### src/rtl/universal_shift_register.sv
// universal_shift_register: 8-mode shift/rotate/load register with a burst serialiser and abort
module universal_shift_register #(
    parameter int WIDTH = 8,
    parameter logic [WIDTH-1:0] RESET_VALUE = {WIDTH{1'b0}},
    localparam int CW = $clog2(WIDTH + 1)
) (
    input  logic             clk,
    input  logic             reset_n,
    input  logic [2:0]       mode,
    input  logic             shift_en,
    input  logic             serial_in,
    input  logic [WIDTH-1:0] data_in,
    input  logic             start,
    input  logic             abort,
    output logic [WIDTH-1:0] data_out,
    output logic             serial_out,
    output logic             busy,
    output logic             done,
    output logic [CW-1:0]    bit_count
);
    typedef enum logic {IDLE, BURST} state_t;
    state_t state, state_nxt;
    logic [WIDTH-1:0] data_nxt, op;
    logic [CW-1:0] cnt_nxt;
    logic done_nxt;
    always_comb begin
        case (mode)
            3'b000:  op = data_out;
            3'b001:  op = {data_out[WIDTH-2:0], serial_in};
            3'b010:  op = {serial_in, data_out[WIDTH-1:1]};
            3'b011:  op = {data_out[WIDTH-2:0], data_out[WIDTH-1]};
            3'b100:  op = {data_out[0], data_out[WIDTH-1:1]};
            3'b101:  op = data_in;
            3'b110:  op = {data_out[WIDTH-1], data_out[WIDTH-1:1]};
            default: op = '0;
        endcase
    end
    // abort wins over the final shift, so it is tested before any shift in BURST
    always_comb begin
        state_nxt = state;
        data_nxt  = data_out;
        cnt_nxt   = bit_count;
        done_nxt  = 1'b0;
        if (state == IDLE) begin
            if (start) begin
                data_nxt  = data_in;
                cnt_nxt   = '0;
                state_nxt = BURST;
            end else if (shift_en) begin
                data_nxt = op;
            end
        end else if (abort) begin
            state_nxt = IDLE;
        end else begin
            data_nxt = {data_out[WIDTH-2:0], serial_in};
            cnt_nxt  = bit_count + 1'b1;
            if (bit_count == CW'(WIDTH - 1)) begin
                state_nxt = IDLE;
                done_nxt  = 1'b1;
            end
        end
    end
    always_ff @(posedge clk or negedge reset_n) begin
        if (!reset_n) begin
            state     <= IDLE;
            data_out  <= RESET_VALUE;
            bit_count <= '0;
            done      <= 1'b0;
        end else begin
            state     <= state_nxt;
            data_out  <= data_nxt;
            bit_count <= cnt_nxt;
            done      <= done_nxt;
        end
    end
    assign busy       = (state == BURST);
    assign serial_out = data_out[WIDTH-1];
endmodule

### config.mk
export PLATFORM = sky130hd
export DESIGN_NAME = universal_shift_register
export DESIGN_NICKNAME = d
export VERILOG_FILES = /design/src/rtl/universal_shift_register.sv
export SDC_FILE = /design/constraint.sdc
export NUM_CORES = 1
export LEC_CHECK = 0
export ABC_AREA = 1
export BUFFER_PORTS_ARGS = -buffer_cell sky130_fd_sc_hd__buf_2
export CORE_MARGIN = 1
export CORE_UTILIZATION = 39
export CTS_CLUSTER_SIZE = 24
export DETAILED_ROUTE_END_ITERATION = 7
export GPL_TIMING_DRIVEN = 1
export PLACE_DENSITY = 0.68
export SETUP_SLACK_MARGIN = 0.5
export SLEW_MARGIN = 20
export SYNTH_ARGS = -nofsm -noshare
export SYNTH_HDL_FRONTEND = slang
export SYNTH_SLANG_ARGS = --single-unit
### constraint.sdc
create_clock -name clk -period 2.7 [get_ports clk]
set_input_delay 0.54 -clock clk [delete_from_list [all_inputs] [get_ports clk]]
set_output_delay 0.54 -clock clk [all_outputs]
set_load 0.02 [all_outputs]
==> results of run 1 <==
cell families (layout without fill, tap and decap cells):
family / Yosys count / count (layout) / synth area share [%]
and+or+nand+nor: 85 / 85 / 35.6
AOI/OAI and AO/OA: 28 / 28 / 17.5
buffers and inverters: 18 / 48 / 8.56
DFF: 14 / 14 / 35.3
xor gates and xnor gates: 2 / 2 / 1.76
adders and majority gates: 1 / 1 / 1.26
placed cells by master (no fill, tap or decap), drive strengths merged:
| cell | instances |
|---|---|
| buf | 31 |
| o211a | 1 |
| xor2 | 2 |
| ha | 1 |
| dfrtp | 14 |
| a21oi | 14 |
| clkinv | 1 |
| clkbuf | 4 |
| o31ai | 2 |
| nand4 | 5 |
| nand3 | 5 |
| o21a | 1 |
| nand2 | 60 |
| nor3 | 1 |
| o21ai | 8 |
| inv | 12 |
| nor2 | 14 |
| o22ai | 2 |
metal layers:
layer | part of all wire [%] | up-vias | track usage [%]
li1 | - | 543 | -
met1 | 48 | 480 | 25.2
met2 | 46 | 27 | 31.9
met3 | 4.8 | 5 | 4.06
met4 | 1.1 | 0 | 7.89
met5 | 0 | - | 0
sequential cells by signal, summed over array words and instances (netlist names):
| name | flops |
|---|---|
| data_out | 8 |
| bit_count | 4 |
| busy | 1 |
| done | 1 |
through the flow:
step	util (%)	instance area, µm²
finish	51.5	1180
global route	51.5	1180
CTS	51.5	1180
detailed placement	49.9	1150
global placement	49.9	1150
floorplan	-	993
how the worst min path moves through the flow:
| stage | depth (start not counted) | slack [ns] | startpoint | endpoint |
|---|---|---|---|---|
| 6_report | 1 | 0.14 | reset_n | data_out[1]$_DFFE_PN0P_ |
| 2_1_floorplan | 0 | 0.24 | reset_n | bit_count[0]$_DFFE_PN0P_ |
| 3_5_place_dp | 1 | 0.46 | reset_n | bit_count[3]$_DFFE_PN0P_ |
| 4_1_cts | 1 | 0.13 | reset_n | data_out[3]$_DFFE_PN0P_ |
| 3_3_place_gp | 1 | 0.46 | reset_n | bit_count[2]$_DFFE_PN0P_ |
| 5_1_grt | 1 | 0.13 | reset_n | data_out[3]$_DFFE_PN0P_ |
power breakdown:
part	switching (µW)	internal, µW
sequential	93.3	279
combinational	283	154
clock	76.9	82.1
layout make-up:
| type | count | share of cell area (%) |
|---|---|---|
| clock buffers | 4 | 3.07 |
| inverters | 13 | 4.12 |
| multi-input cells | 116 | 47.1 |
| flip-flops and latches | 14 | 29.6 |
| well taps | 28 | 2.96 |
| repair buffers | 31 | 13.1 |
==> flow_summary.ini, run 1 <==
[timing]
fmax_mhz = 528
tightestPinTransition_ns = 0.662
grt_setup_unrepaired = no
setup_violations = 0
worst_slew_margin_rel_pct = 55.8
final.setup_skew_ns = 0.00318
drv_slew = 0
timing.hold.ws_ns = 0.135
setup_ws_ns = 0.806
layout_min_cycle_time_ns = 1.89
finalHoldViolCount = 0
tns_ns = 0
min_period_over_period_pct = 70.1

[outcome]
run_status = finished clean

[final_layout]
finish.net_count = 197
seqCellArea_um2 = 350
fraction_of_layout_cells_with_a_size_suffix_above_1_pct = 25.3
final_cells = 206
fillerInstances = 247
num_antenna_cells = 0
multi_input_area_um2 = 558
syn_to_final_growth_pct = 19.1

[clock_network]
clkSinkCount = 14
clkLatencyLatePin_ns = 0.29
cts_bufs_inserted = 3
cts_tree = yes
clock_tree.root_cell = clkbuf_4
cts_htree_levels = 1
clk_pin_slew_worst_paths_ns = 0.09
max-clock-path-buffers = 2
post_cts_resize_count = 0
cts_setup_buffers = 0
hold_fix_buffers_at_cts = 0

[placed_design]
io_buffers = 31
detailed_place_hpwl_mm = 1.81
dp_worst_setup_slack_ns = 1.01
placed_insts = 202
routabilityCongestion = 0.808

[yosys]
synthDominantAreaCellType = dfrtp_1
netlist.area_leader.share_pct = 35.3
synth_common_cells = nand2_1 (58), dfrtp_1 (14), nor2_1 (14)
mappedNetlistNets = 166
synth_area_leaders = dfrtp_1 (35%), nand2_1 (22%), a21oi_1 (6.5%), nor2_1 (5.3%), inv_1 (3.4%)
asyncSetResetFlopFracSynth_pct = 100
synth_enable_flop_cells = 0
synth.avg_cell_area_um2 = 6.71
yosysWarningCount = 0
synth_register_bits = 14
netlist_instances = 148
yosys.cell_types.count = 25
yosys.cell_count.top_type = nand2_1
synth_flop_cell = dfrtp_1
sequential_to_total_area_share_from_yosys_stat_pct = 35.3
cell_area_after_technology_mapping_um2 = 993

[worst_setup_path]
worst-endpoint-required_ns = 2.16
critical_path_peak_fanout = 18
slowest_stage_cell_on_the_critical_path = dfrtp_1
cp_data_arrival_time_ns = 1.35
reg2reg_depth = 7
timing.critical_path.to = busy
rr_startpoint = busy$_DFF_PN0_
worst_r2r_endpoint = data_out[3]$_DFFE_PN0P_
critical_path_buf_inv_count = 1
worst_setup_path_end_kind = output pin
ff2ff_setup_slack_ns = 0.97
crit_path_cell_trace = buf_2
timing.critical_path.max_delay_family = flip-flops
worst_setup_path_startpoint = busy$_DFF_PN0_
setup.worst_path.start_class = register
critPathMaxStageDelay_ns = 0.78
path_depth = 1
worstSetupPathType = reg2out

[grt]
gr-total-overflow = 0
gr-usage-all-layers_pct = 19.6
antenna_found_initial = 0
grt_pass1_vias = 926
grt_first_pass_wirelength_mm = 3.95
grt_max_degree = 19

[power]
post-layout-total-power_uw = 968
ir_worst_vdd_v = 0.000408
power.density_cell_area_nw_per_um2 = 818
p_leak_uw = 0.000629

[routing]
final_antenna_net_count = 0
vias_per_cell = 5.12
drt_first_pass_iters = 4
drc_violation_total_after_the_first_tritonroute_iteration = 22
remaining_drc_errors = 0
vias = 1055
route.detailed.wl_per_inst_um = 11.8
drt-total-wl_mm = 2.43

[die]
die_area_um2 = 2750
die-height_um = 52.5
core-area_um2 = 2300
die_width_um = 52.5
num_rows = 17
num_io_pins = 32
floorplan.initialDensity_pct = 43.2

[job]
max-cap-violations = 0

[worst_hold_path]
hold_path_class = in2async
Note: power is estimated with default switching activity, not from simulation.
==> inputs of run 2 (changes only) <==
==> constraint.sdc (replaced) <==
create_clock -name clk -period 1.9 [get_ports clk]
set_input_delay 0.38 -clock clk [delete_from_list [all_inputs] [get_ports clk]]
set_output_delay 0.38 -clock clk [all_outputs]
set_load 0.02 [all_outputs]
==> run 2 against run 1 <==
Net effect:
- non-clock buffer count up 2
- cell count up 0.97%
- largest power group unchanged
- sequential cell count unchanged
- power up 42%
==> flow_summary.ini, run 2 (synthesis gave the netlist of run 1 again) <==
[worst_setup_path]
critical_path_buf_inv_count = 1
worstSetupPathType = reg2out
worst-endpoint-required_ns = 1.52
setup.worst_path.start_class = register
timing.critical_path.max_delay_family = flip-flops
slowest_stage_cell_on_the_critical_path = dfrtp_2
worst_setup_path_end_kind = output pin
critPathMaxStageDelay_ns = 0.47
cp_data_arrival_time_ns = 0.93
critical_path_peak_fanout = 6
crit_path_cell_trace = buf_2

[routing]
drt-total-wl_mm = 2.50
vias = 1060
wl_met2_mm = 1.14
drt_first_pass_iters = 4
dr.max_layer_used = met4
route.detailed.wl_per_inst_um = 12.0
wl_met3_um = 142
remaining_drc_errors = 0
final_antenna_net_count = 0
drc_violation_total_after_the_first_tritonroute_iteration = 16
vias_per_cell = 5.10
wl_met1_mm = 1.19

[power]
p_leak_uw = 0.000637
ir_worst_vdd_v = 0.000617
power.density_cell_area_nw_per_um2 = 1150

[die]
num_io_pins = 32
num_rows = 17
core-area_um2 = 2300
floorplan.initialDensity_pct = 43.2
die_area_um2 = 2750
die-height_um = 52.5
die_width_um = 52.5

[placed_design]
detailed_place_hpwl_mm = 1.82
io_buffers = 31
routabilityCongestion = 0.866

[worst_hold_path]
hold_path_class = in2reg

[timing]
worst_slew_margin_rel_pct = 75.8
tightestPinTransition_ns = 0.360
fmax_mhz = 763
final.setup_skew_ns = 0.00292
layout_min_cycle_time_ns = 1.31
tns_ns = 0
setup_violations = 0
min_period_over_period_pct = 69.0
drv_slew = 0
finalHoldViolCount = 0
grt_setup_unrepaired = no

[final_layout]
layout_commonest_cell = nand2_1
regs_by_ff_count = data_out (8), bit_count (4)
layout_common_cells = nand2_1 (58), buf_2 (31), nor2_1 (14)
fillerInstances = 241
fraction_of_layout_cells_with_a_size_suffix_above_1_pct = 26.1
regMostFlops = data_out
finish.net_count = 199
flip_flop_count_of_the_largest_register_after_layout = 8
num_antenna_cells = 0
syn_to_final_growth_pct = 21.3
seqCellArea_um2 = 352
finalCoreUtilization_pct = 52.5
multi_input_area_um2 = 558

[clock_network]
clock_tree.root_cell = clkbuf_4
clkLatencyLatePin_ns = 0.28
clkSinkCount = 14
cts_tree = yes
cts_htree_levels = 1
clk_pin_slew_worst_paths_ns = 0.09
max-clock-path-buffers = 2
cts_bufs_inserted = 3

[grt]
antenna_found_initial = 0
grt_first_pass_wirelength_mm = 4.22
grt_pass1_vias = 982
gr-usage-all-layers_pct = 21.2
grt_max_degree = 15
gr-total-overflow = 0

[outcome]
run_status = finished clean

[job]
max-cap-violations = 0
-- run 2: changes by cell type in the layout (fill, tap and decap cells not counted), sizes merged --
cell | previous run | this run
dlygate4sd3 | 0 | 1
buf | 31 | 32
-- run 2: layer usage --
| metal | vias to the layer above | global-route usage [%] |
|---|---|---|
| met1 | 484 | 28.8 |
| met2 | 29 | 31.9 |
| met3 | 4 | 3.48 |
| li1 | 543 | - |
| met4 | 0 | 11.0 |
| met5 | - | 0 |
-- run 2: final timing paths --
| check | from | end | slack [ns] | depth (start not counted) |
|---|---|---|---|---|
| min | abort | done$_DFF_PN0_ | 0.29 | 2 |
| max | busy$_DFF_PN0_ | busy | 0.59 | 1 |
| max in group asynchronous | reset_n | busy$_DFF_PN0_ | 1.08 | 2 |
| max reg2reg | busy$_DFF_PN0_ | data_out[4]$_DFFE_PN0P_ | 0.61 | 6 |
| min in group asynchronous | reset_n | bit_count[3]$_DFFE_PN0P_ | 0.55 | 2 |
| min reg2reg | data_out[2]$_DFFE_PN0P_ | data_out[2]$_DFFE_PN0P_ | 0.51 | 2 |
-- run 2: timing repair --
action,4_1_cts,5_1_grt
endpoints found under the setup margin,1,6
gates cloned,0,0
gates resized for setup,1,2
setup buffers,0,0
hold buffers,1,0
hold endpoints to repair,14,0
-- run 2: through the flow --
step | hold WS, ns | std cells | power (µW) | instance area [µm²] | worst slack, ns
after global routing | 0.271 | 208 | 1510 | 1200 | 0.513
after detailed placement | 0.306 | 203 | 1160 | 1150 | 0.455
after floorplan | 0.0844 | 148 | 964 | 993 | 0.553
after global placement | 0.299 | 203 | 1150 | 1150 | 0.488
final | 0.291 | 208 | 1380 | 1200 | 0.590
after CTS | 0.277 | 208 | 1390 | 1200 | 0.558
-- run 2: report_power, final --
group	internal [µW]	total (µW)	switching, µW
Sequential	397	516	118
Clock	117	218	101
Combinational	226	646	421
-- run 2: final cells by class --
class	instances	share of cell area, %
clock buffers	4	3.01
inverters	13	4.26
multi-input cells	116	46.3
flip-flops and latches	14	29.2
well taps	28	2.91
repair buffers	33	14.3
